--- config.mk ---
export PLATFORM = sky130hd
export DESIGN_NAME = divu_seq
export DESIGN_NICKNAME = d
export VERILOG_FILES = /design/src/rtl/divu_seq_pkg.sv /design/src/rtl/divu_seq_step.sv /design/src/rtl/divu_seq.sv
export SDC_FILE = /design/constraint.sdc
export NUM_CORES = 1
export LEC_CHECK = 0
export BUFFER_PORTS_ARGS = -buffer_cell sky130_fd_sc_hd__buf_2
export CORE_ASPECT_RATIO = 1.75
export CORE_MARGIN = 3
export CORE_UTILIZATION = 45
export DETAILED_ROUTE_END_ITERATION = 10
export MAX_ROUTING_LAYER = met4
export PLACE_DENSITY = 0.66
export SLEW_MARGIN = 5
export SYNTH_ARGS = -nofsm -noshare
export SYNTH_HDL_FRONTEND = slang
export SYNTH_SLANG_ARGS = --single-unit
--- constraint.sdc ---
create_clock -name clk -period 12.8 [get_ports clk]
set_input_delay 2.56 -clock clk [delete_from_list [all_inputs] [get_ports clk]]
set_output_delay 2.56 -clock clk [all_outputs]
set_load 0.05 [all_outputs]
--- src/rtl/divu_seq_pkg.sv ---
// Shared ALU package for the HI/LO datapath.
// Holds the opcode values on the 6-bit `signal` bus (shared with the MULTU
// multiplier), the sequencer state encoding and the HI/LO field positions
// inside the 64-bit result word.
package divu_seq_pkg;

  // Opcodes on the `signal` bus. Any other code is a no-op.
  localparam logic [5:0] SIG_MULTU = 6'b011001;
  localparam logic [5:0] SIG_DIVU  = 6'b011011;
  localparam logic [5:0] SIG_OUT   = 6'b111111;

  // MIPS HI/LO layout of the 64-bit result word.
  localparam int HI_MSB = 63;
  localparam int HI_LSB = 32;
  localparam int LO_MSB = 31;
  localparam int LO_LSB = 0;

  typedef enum logic [1:0] {
    IDLE = 2'd0,
    RUN  = 2'd1,
    DONE = 2'd2
  } state_t;

endpackage

--- src/rtl/divu_seq_step.sv ---
// divu_step: one combinational iteration of restoring unsigned division.
// Ports:
//   rem       partial remainder before this iteration
//   quot      dividend/quotient shift register before this iteration
//   divisor   divisor latched at start
//   rem_next  partial remainder after this iteration
//   quot_next quotient register after this iteration (new bit enters at [0])
module divu_step #(
  parameter int WIDTH = 32
) (
  input  logic [WIDTH-1:0] rem,
  input  logic [WIDTH-1:0] quot,
  input  logic [WIDTH-1:0] divisor,
  output logic [WIDTH-1:0] rem_next,
  output logic [WIDTH-1:0] quot_next
);

  // The remainder can reach 2*divisor-1 after the shift, so both the shifted
  // value and the trial subtraction are one bit wider than the operands.
  logic [WIDTH:0] shifted;
  logic [WIDTH:0] trial;
  logic           fits;

  assign shifted = {rem, quot[WIDTH-1]};
  assign trial   = shifted - {1'b0, divisor};
  assign fits    = ~trial[WIDTH];

  assign rem_next  = fits ? trial[WIDTH-1:0] : shifted[WIDTH-1:0];
  assign quot_next = {quot[WIDTH-2:0], fits};

endmodule

--- src/rtl/divu_seq.sv ---
// divu_seq: sequential 32-bit unsigned restoring divider, one quotient bit
// per clock. DIVU on `signal` starts a division, OUT publishes the result.
// Ports:
//   clk        rising-edge clock
//   reset      asynchronous, active-high
//   signal     opcode bus: DIVU starts, OUT publishes, anything else no-op
//   dataA      dividend, sampled on the start edge only
//   dataB      divisor, sampled on the start edge only
//   dataOut    registered {remainder (HI), quotient (LO)}
//   done       result ready and waiting for OUT
//   divByZero  divisor of the current/last operation was zero
module divu_seq
  import divu_seq_pkg::*;
#(
  parameter logic [5:0] DIVU  = SIG_DIVU,
  parameter logic [5:0] OUT   = SIG_OUT,
  parameter int         WIDTH = 32
) (
  input  logic             clk,
  input  logic             reset,
  input  logic [5:0]       signal,
  input  logic [WIDTH-1:0] dataA,
  input  logic [WIDTH-1:0] dataB,
  output logic [2*WIDTH-1:0] dataOut,
  output logic             done,
  output logic             divByZero
);

  localparam int CNT_W = $clog2(WIDTH);
  localparam logic [CNT_W-1:0] LAST_ITER = CNT_W'(WIDTH - 1);

  state_t           state, state_next;
  logic [CNT_W-1:0] counter;
  logic [WIDTH-1:0] rem, quot, divisor;
  logic [WIDTH-1:0] rem_next, quot_next;

  // Control strobes decoded from state and opcode.
  logic start, iterate, finish, publish;

  divu_step #(.WIDTH(WIDTH)) u_step (
    .rem       (rem),
    .quot      (quot),
    .divisor   (divisor),
    .rem_next  (rem_next),
    .quot_next (quot_next)
  );

  // State register.
  // NOTE: sequential blocks use non-blocking assignments so every register
  // samples the values from before the edge, independent of statement order.
  always_ff @(posedge clk or posedge reset) begin
    if (reset) state <= IDLE;
    else       state <= state_next;
  end

  // Next-state logic.
  // NOTE: the default assignment first keeps this block free of latches.
  always_comb begin
    state_next = state;
    unique case (state)
      IDLE: if (signal == DIVU) state_next = RUN;
      RUN:  if (counter == LAST_ITER) state_next = DONE;
      DONE: begin
        if (signal == OUT)       state_next = IDLE;
        else if (signal == DIVU) state_next = RUN;
      end
      default: state_next = IDLE;
    endcase
  end

  // Output/control decode. Opcodes are ignored while RUN is in progress.
  always_comb begin
    start   = 1'b0;
    iterate = 1'b0;
    finish  = 1'b0;
    publish = 1'b0;
    unique case (state)
      IDLE: start = (signal == DIVU);
      RUN: begin
        iterate = 1'b1;
        finish  = (counter == LAST_ITER);
      end
      DONE: begin
        publish = (signal == OUT);
        start   = (signal == DIVU);
      end
      default: ;
    endcase
  end

  // Datapath and registered outputs.
  // NOTE: every register here, including the internal working registers, is
  // cleared by reset so an aborted division leaves no stale partial result.
  always_ff @(posedge clk or posedge reset) begin
    if (reset) begin
      rem       <= '0;
      quot      <= '0;
      divisor   <= '0;
      counter   <= '0;
      dataOut   <= '0;
      done      <= 1'b0;
      divByZero <= 1'b0;
    end else if (start) begin
      // A start in DONE discards the unread result.
      rem       <= '0;
      quot      <= dataA;
      divisor   <= dataB;
      counter   <= '0;
      done      <= 1'b0;
      divByZero <= (dataB == '0);
    end else if (iterate) begin
      rem     <= rem_next;
      quot    <= quot_next;
      counter <= counter + 1'b1;
      if (finish) done <= 1'b1;
    end else if (publish) begin
      dataOut[HI_MSB:HI_LSB] <= rem;
      dataOut[LO_MSB:LO_LSB] <= quot;
      done                   <= 1'b0;
    end
  end

endmodule

# Word-level counts from Yosys, hierarchy flattened
# Cells that the tools add are included.
[word_totals]
regBits = 169
word_cells = 46
[classes]
addsub = 2
n_eq_ne = 7
muxes = 19
n_bitwise = 3
reduce_logical = 7
[op_table]
columns = ["cell", "n"]
rows = [
  ["$mux 32", 5],
  ["$sub 33x32->33", 1],
  ["$logic_not 32->1", 1],
  ["$mux 5", 2],
  ["$mux 1", 8],
  ["$eq 6x5->1 const B", 1],
  ["$eq 6x6->1 const B", 1],
  ["$mux 2", 3],
  ["$pmux 2 s3", 1],
  ["$add 5x1->5 const B", 1],
  ["$eq 5x5->1 const B", 1],
  ["$ne 3x2->1 const B", 1],
  ["$not 1->1", 3],
  ["$reduce_and 3->1", 1],
  ["$reduce_bool 3->1", 1],
  ["$eq 2x1->1 const B", 1],
  ["$eq 2x2->1 const B", 1],
  ["$logic_not 2->1", 1],
  ["$ne 2x2->1 const B", 1],
  ["$reduce_and 2->1", 1],
  ["$reduce_bool 2->1", 1],
  ["$reduce_or 2->1", 1],
]

# Longest topological paths before layout
[logic_depth]
word_depth = 5
depth_mapped = 14

# By module
# From an unflattened synthesis, not the netlist that was laid out.
[hier_totals]
hier_cells = 841
hier_area_um2 = 9416.5
[by_module_without_submodules]
columns = ["mod", "cells_each", "area_each_um2", "instances", "seq_area_each_um2"]
rows = [
  ["divu_seq", 504, 6817.8, 1, 4229.1],
  ["divu_step", 337, 2598.7, 1, 0.0],
]

# Worst setup path after synthesis
# No wires, ideal clock.
[synth_path]
path_kind = "input -> register"
from = "in signal[1]"
to = "reg divisor[27]"
cell_stages = 5
t_arrival_ns = 4.102
setup_ns = 0.132
path_buffers = 2
setup_slack_ns = 8.566
path_cell_list = "nand4_1 nor4_1 clkbuf_1 clkbuf_1 o21ai_0"
[synth_between]
elab_chain_len = 2
[synth_lines]
columns = ["item", "line_no", "text"]
rows = [
  ["from (decl)", "divu_seq.sv:21", "input logic [5:0] signal,"],
  ["$eq 6x5->1", "divu_seq.sv:78, divu_seq.sv:85", ""],
  ["$mux 1", "--", ""],
  ["to (signal assigned)", "divu_seq.sv:107", "divisor <= dataB;"],
  ["to (decl)", "divu_seq.sv:34", "logic [WIDTH-1:0] rem, quot, divisor;"],
]
# No other way between the ends.
# A chain may end at the register's enable or synchronous reset.

# Final worst setup path
[layout_path]
from = "in signal[1]"
to = "reg quot[0]"
[layout_between]
elab_chain_len = 3
elab_cells_between_ends = 4
[layout_lines]
columns = ["item", "line_no", "text"]
rows = [
  ["$eq 6x5->1 (*)", "divu_seq.sv:78, divu_seq.sv:85", ""],
  ["$mux 1 (*)", "--", ""],
  ["$mux 32 or $reduce_bool 2->1 (tied branches)", "--", ""],
  ["to (signal assigned)", "divu_seq.sv:106", "quot <= dataA;"],
  ["to (signal assigned)", "divu_seq.sv:113", "quot <= quot_next;"],
  ["to (decl)", "divu_seq.sv:34", ""],
]
# Every way passes the cells marked *; elsewhere a longest branch is shown, timed or not.

==> flow_summary.ini <==
[clock_tree]
cts-hold-fix-buffers = 0
cts_resized = 0
cts.sinks = 169
clock_path_buffers = 2
clk_pin_slew_worst_paths_ns = 0.06
cts_setup_buffers = 0
clkLatencyLatePin_ns = 0.43
cts_buffers = 17
tritoncts = done
cts_root_buffer = clkbuf_16
cts-htree-levels = 4

[setup_path]
cp_max_fo = 100
crit_path_end_kind = register
worst_r2r_endpoint = rem[17]
cp.required_ns = 13.10
crit_arrival_ns = 4.38
reg2reg_from = quot[31]
crit_chain = buf_2 -> nand4_1 -> nor4_2 -> buf_4 -> nor2_2 -> buf_4 -> a22oi_1 -> nand2_1
max_stage_delay_ns = 0.76
critPathKind = in2reg
cpMaxStageDelayCell = buf_4
r2r_slack_ns = 8.86
crit_top_cell = buf_4
setup.worst_path.start_class = input pin
reg2reg_depth = 13

[timing]
maxSlewViolCount = 0
fin_setup_tns_ns = 0
fin_crit_sh = 0.319
finClkSkew_ns = 0.0122
finalSetupViolations = 0
hold_viol_final = 0
relSlewSlack = 0.312
timing.final.crit_period_ns = 4.08
fmax_mhz = 245
timing_worst_slew_pin_value_ns = 1.03
rsz0062_at_grt = false

[floorplanning]
floorplan.initialDensity = 0.460
dieArea_um2 = 22000
core_area_um2 = 19700
rows = 68
die_w_um = 113
die_h_um = 194
io_pins = 138

[global_route]
antenna_found_initial = 0
grt.busiest_layer = met2
grt_max_degree = 101
track_usage = 0.222
met1_usage = 0.248
grt_pass1_wl_mm = 38.2
grt-ovfl-total = 0
grt_pass1_vias = 7673
gr-usage-met3 = 0.0350
grt.met2_usage = 0.394

[route]
vias = 7423
drtAntennaViolNets = 0
vias_per_cell = 5.69
drtPass1Iterations = 5
wirelength_mm = 23.1
drc = 0
first_iter_violations = 289
wl_per_cell_um = 17.7

[synth]
synth.distinct_cells = 53
synth_ff_type = dfrtp_1
seq_area_frac_synth = 0.466
synth_most_common_cell = dfrtp_1
syn_area_um2 = 9070
yosys.area.top_type = dfrtp_1
ys_seq_elements = 169
synthTopCellsByArea = dfrtp_1, mux2_2, nand2_1, ha_1, o21ai_0
synthTopCellsByCount = dfrtp_1, nand2_1, o21ai_0, mux2_2, clkbuf_1
synth_top_area_frac = 0.466
syn_inst = 946
synth_edf_count = 0
async_flop_share = 1.00
syn_area_per_cell_um2 = 9.59
syn_nets = 1053
yosys_warnings = 0

[place]
dp_hpwl_mm = 16.3
portBuffers = 137
place_congestion = 0.927

[final_layout]
syn_to_final_growth_pct = 15.5
fin_util = 0.531
n_antenna_cell = 0
drive_gt1_frac = 0.247
fillCellCount = 1858
fin_nets = 1155

[job]
drv_cap = 0

[pwr]
p_leak_uw = 0.00514
finalPower_uw = 2420
vdd_drop_max_mv = 0.117
powerDensity_nw_per_um2 = 231

[hold_path]
min_path_cells = 1
hold_end = dataOut[37]
min-delay-start = dataOut[37]
min_path_type = reg2reg

[run_status]
status = finished clean
==> worst max-delay path: cells and delay by family <==
family                 cells  cell delay (ns)
AND/OR/NAND/NOR            4             0.50
buffers and inverters      3             1.11
AO/OA/AOI/OAI              1             0.18
==> final cells by class <==
class | instances | area [um2] | area share
multi-input combinational | 677 | 4470 | 0.427
tap | 245 | 307 | 0.0293
clock buffer | 20 | 457 | 0.0436
sequential | 169 | 4230 | 0.404
clock inverter | 10 | 118 | 0.0112
inverter | 37 | 144 | 0.0137
timing repair buffer | 146 | 753 | 0.0719
==> cell families (layout without fill, tap and decap cells) <==
family | count (synthesis) | after routing | share of synthesized area
compound gates | 254 | 254 | 0.189
buf+inv | 100 | 213 | 0.0445
simple gates | 296 | 296 | 0.145
mux | 65 | 65 | 0.0811
flops | 169 | 169 | 0.466
fa+ha+maj | 35 | 35 | 0.0491
xor+xnor | 27 | 27 | 0.0261
==> registers in the layout, indices dropped and copies added (netlist names) <==
| signal | cells |
|---|---|
| counter | 5 |
| divisor | 32 |
| state | 2 |
| dataOut | 64 |
| divByZero | 1 |
| rem | 32 |
| done | 1 |
| quot | 32 |
==> report_power, final <==
part | leakage, uW | switching (uW) | internal (uW)
Clock | 0.000271 | 213 | 296
Sequential | 0.00220 | 113 | 678
Combinational | 0.00267 | 720 | 398
Total | 0.00514 | 1050 | 1370
==> routing by layer <==
layer  share of wire  up-vias
met2            0.55      149
met5               0        -
met1            0.39     3653
li1                -     3581
met3           0.036       40
met4           0.026        0
==> per-stage QoR <==
step	instance area (um2)	setup WS [ns]	std cells	hold WS, ns
2_1_floorplan	9070	5.66	946	0.450
3_3_place_gp	9900	8.32	1274	0.469
3_5_place_dp	9900	8.23	1274	0.489
4_1_cts	10500	8.71	1304	0.503
5_1_grt	10500	8.51	1304	0.516
6_report	10500	8.72	1304	0.499
==> cells in the final DEF, fill, tap and decap left out, drive strengths merged, types with 5 or more instances in the layout <==
cell type  Yosys  final
a21o          14     14
o31ai          5      5
a21oi         33     33
o21ai         76     76
nor4          10     10
mux2          65     65
dfrtp        169    169
buf           16    146
a211oi        13     13
o31a           6      6
nand4         10     10
a22oi         31     31
o211ai        52     52
nand3         43     43
nand2b         6      6
nor2          33     33
inv           37     39
clkbuf        47     20
xor2           9      9
nor2b          6      6
ha            34     34
nor3          12     12
nand2        162    162
xnor2         18     18
==> worst max path at each step <==
stage / start / end / slack [ns] / cells past startpoint
after global routing: signal[1] / quot[0] / 8.51 / 8
final: signal[1] / quot[0] / 8.72 / 8
after global placement: signal[1] / quot[0] / 8.32 / 8
after floorplan: reset / counter[0] / 5.66 / 1
after detailed placement: signal[1] / quot[0] / 8.23 / 8
after CTS: signal[1] / quot[0] / 8.71 / 8
Power figures use the tool's default switching activity.
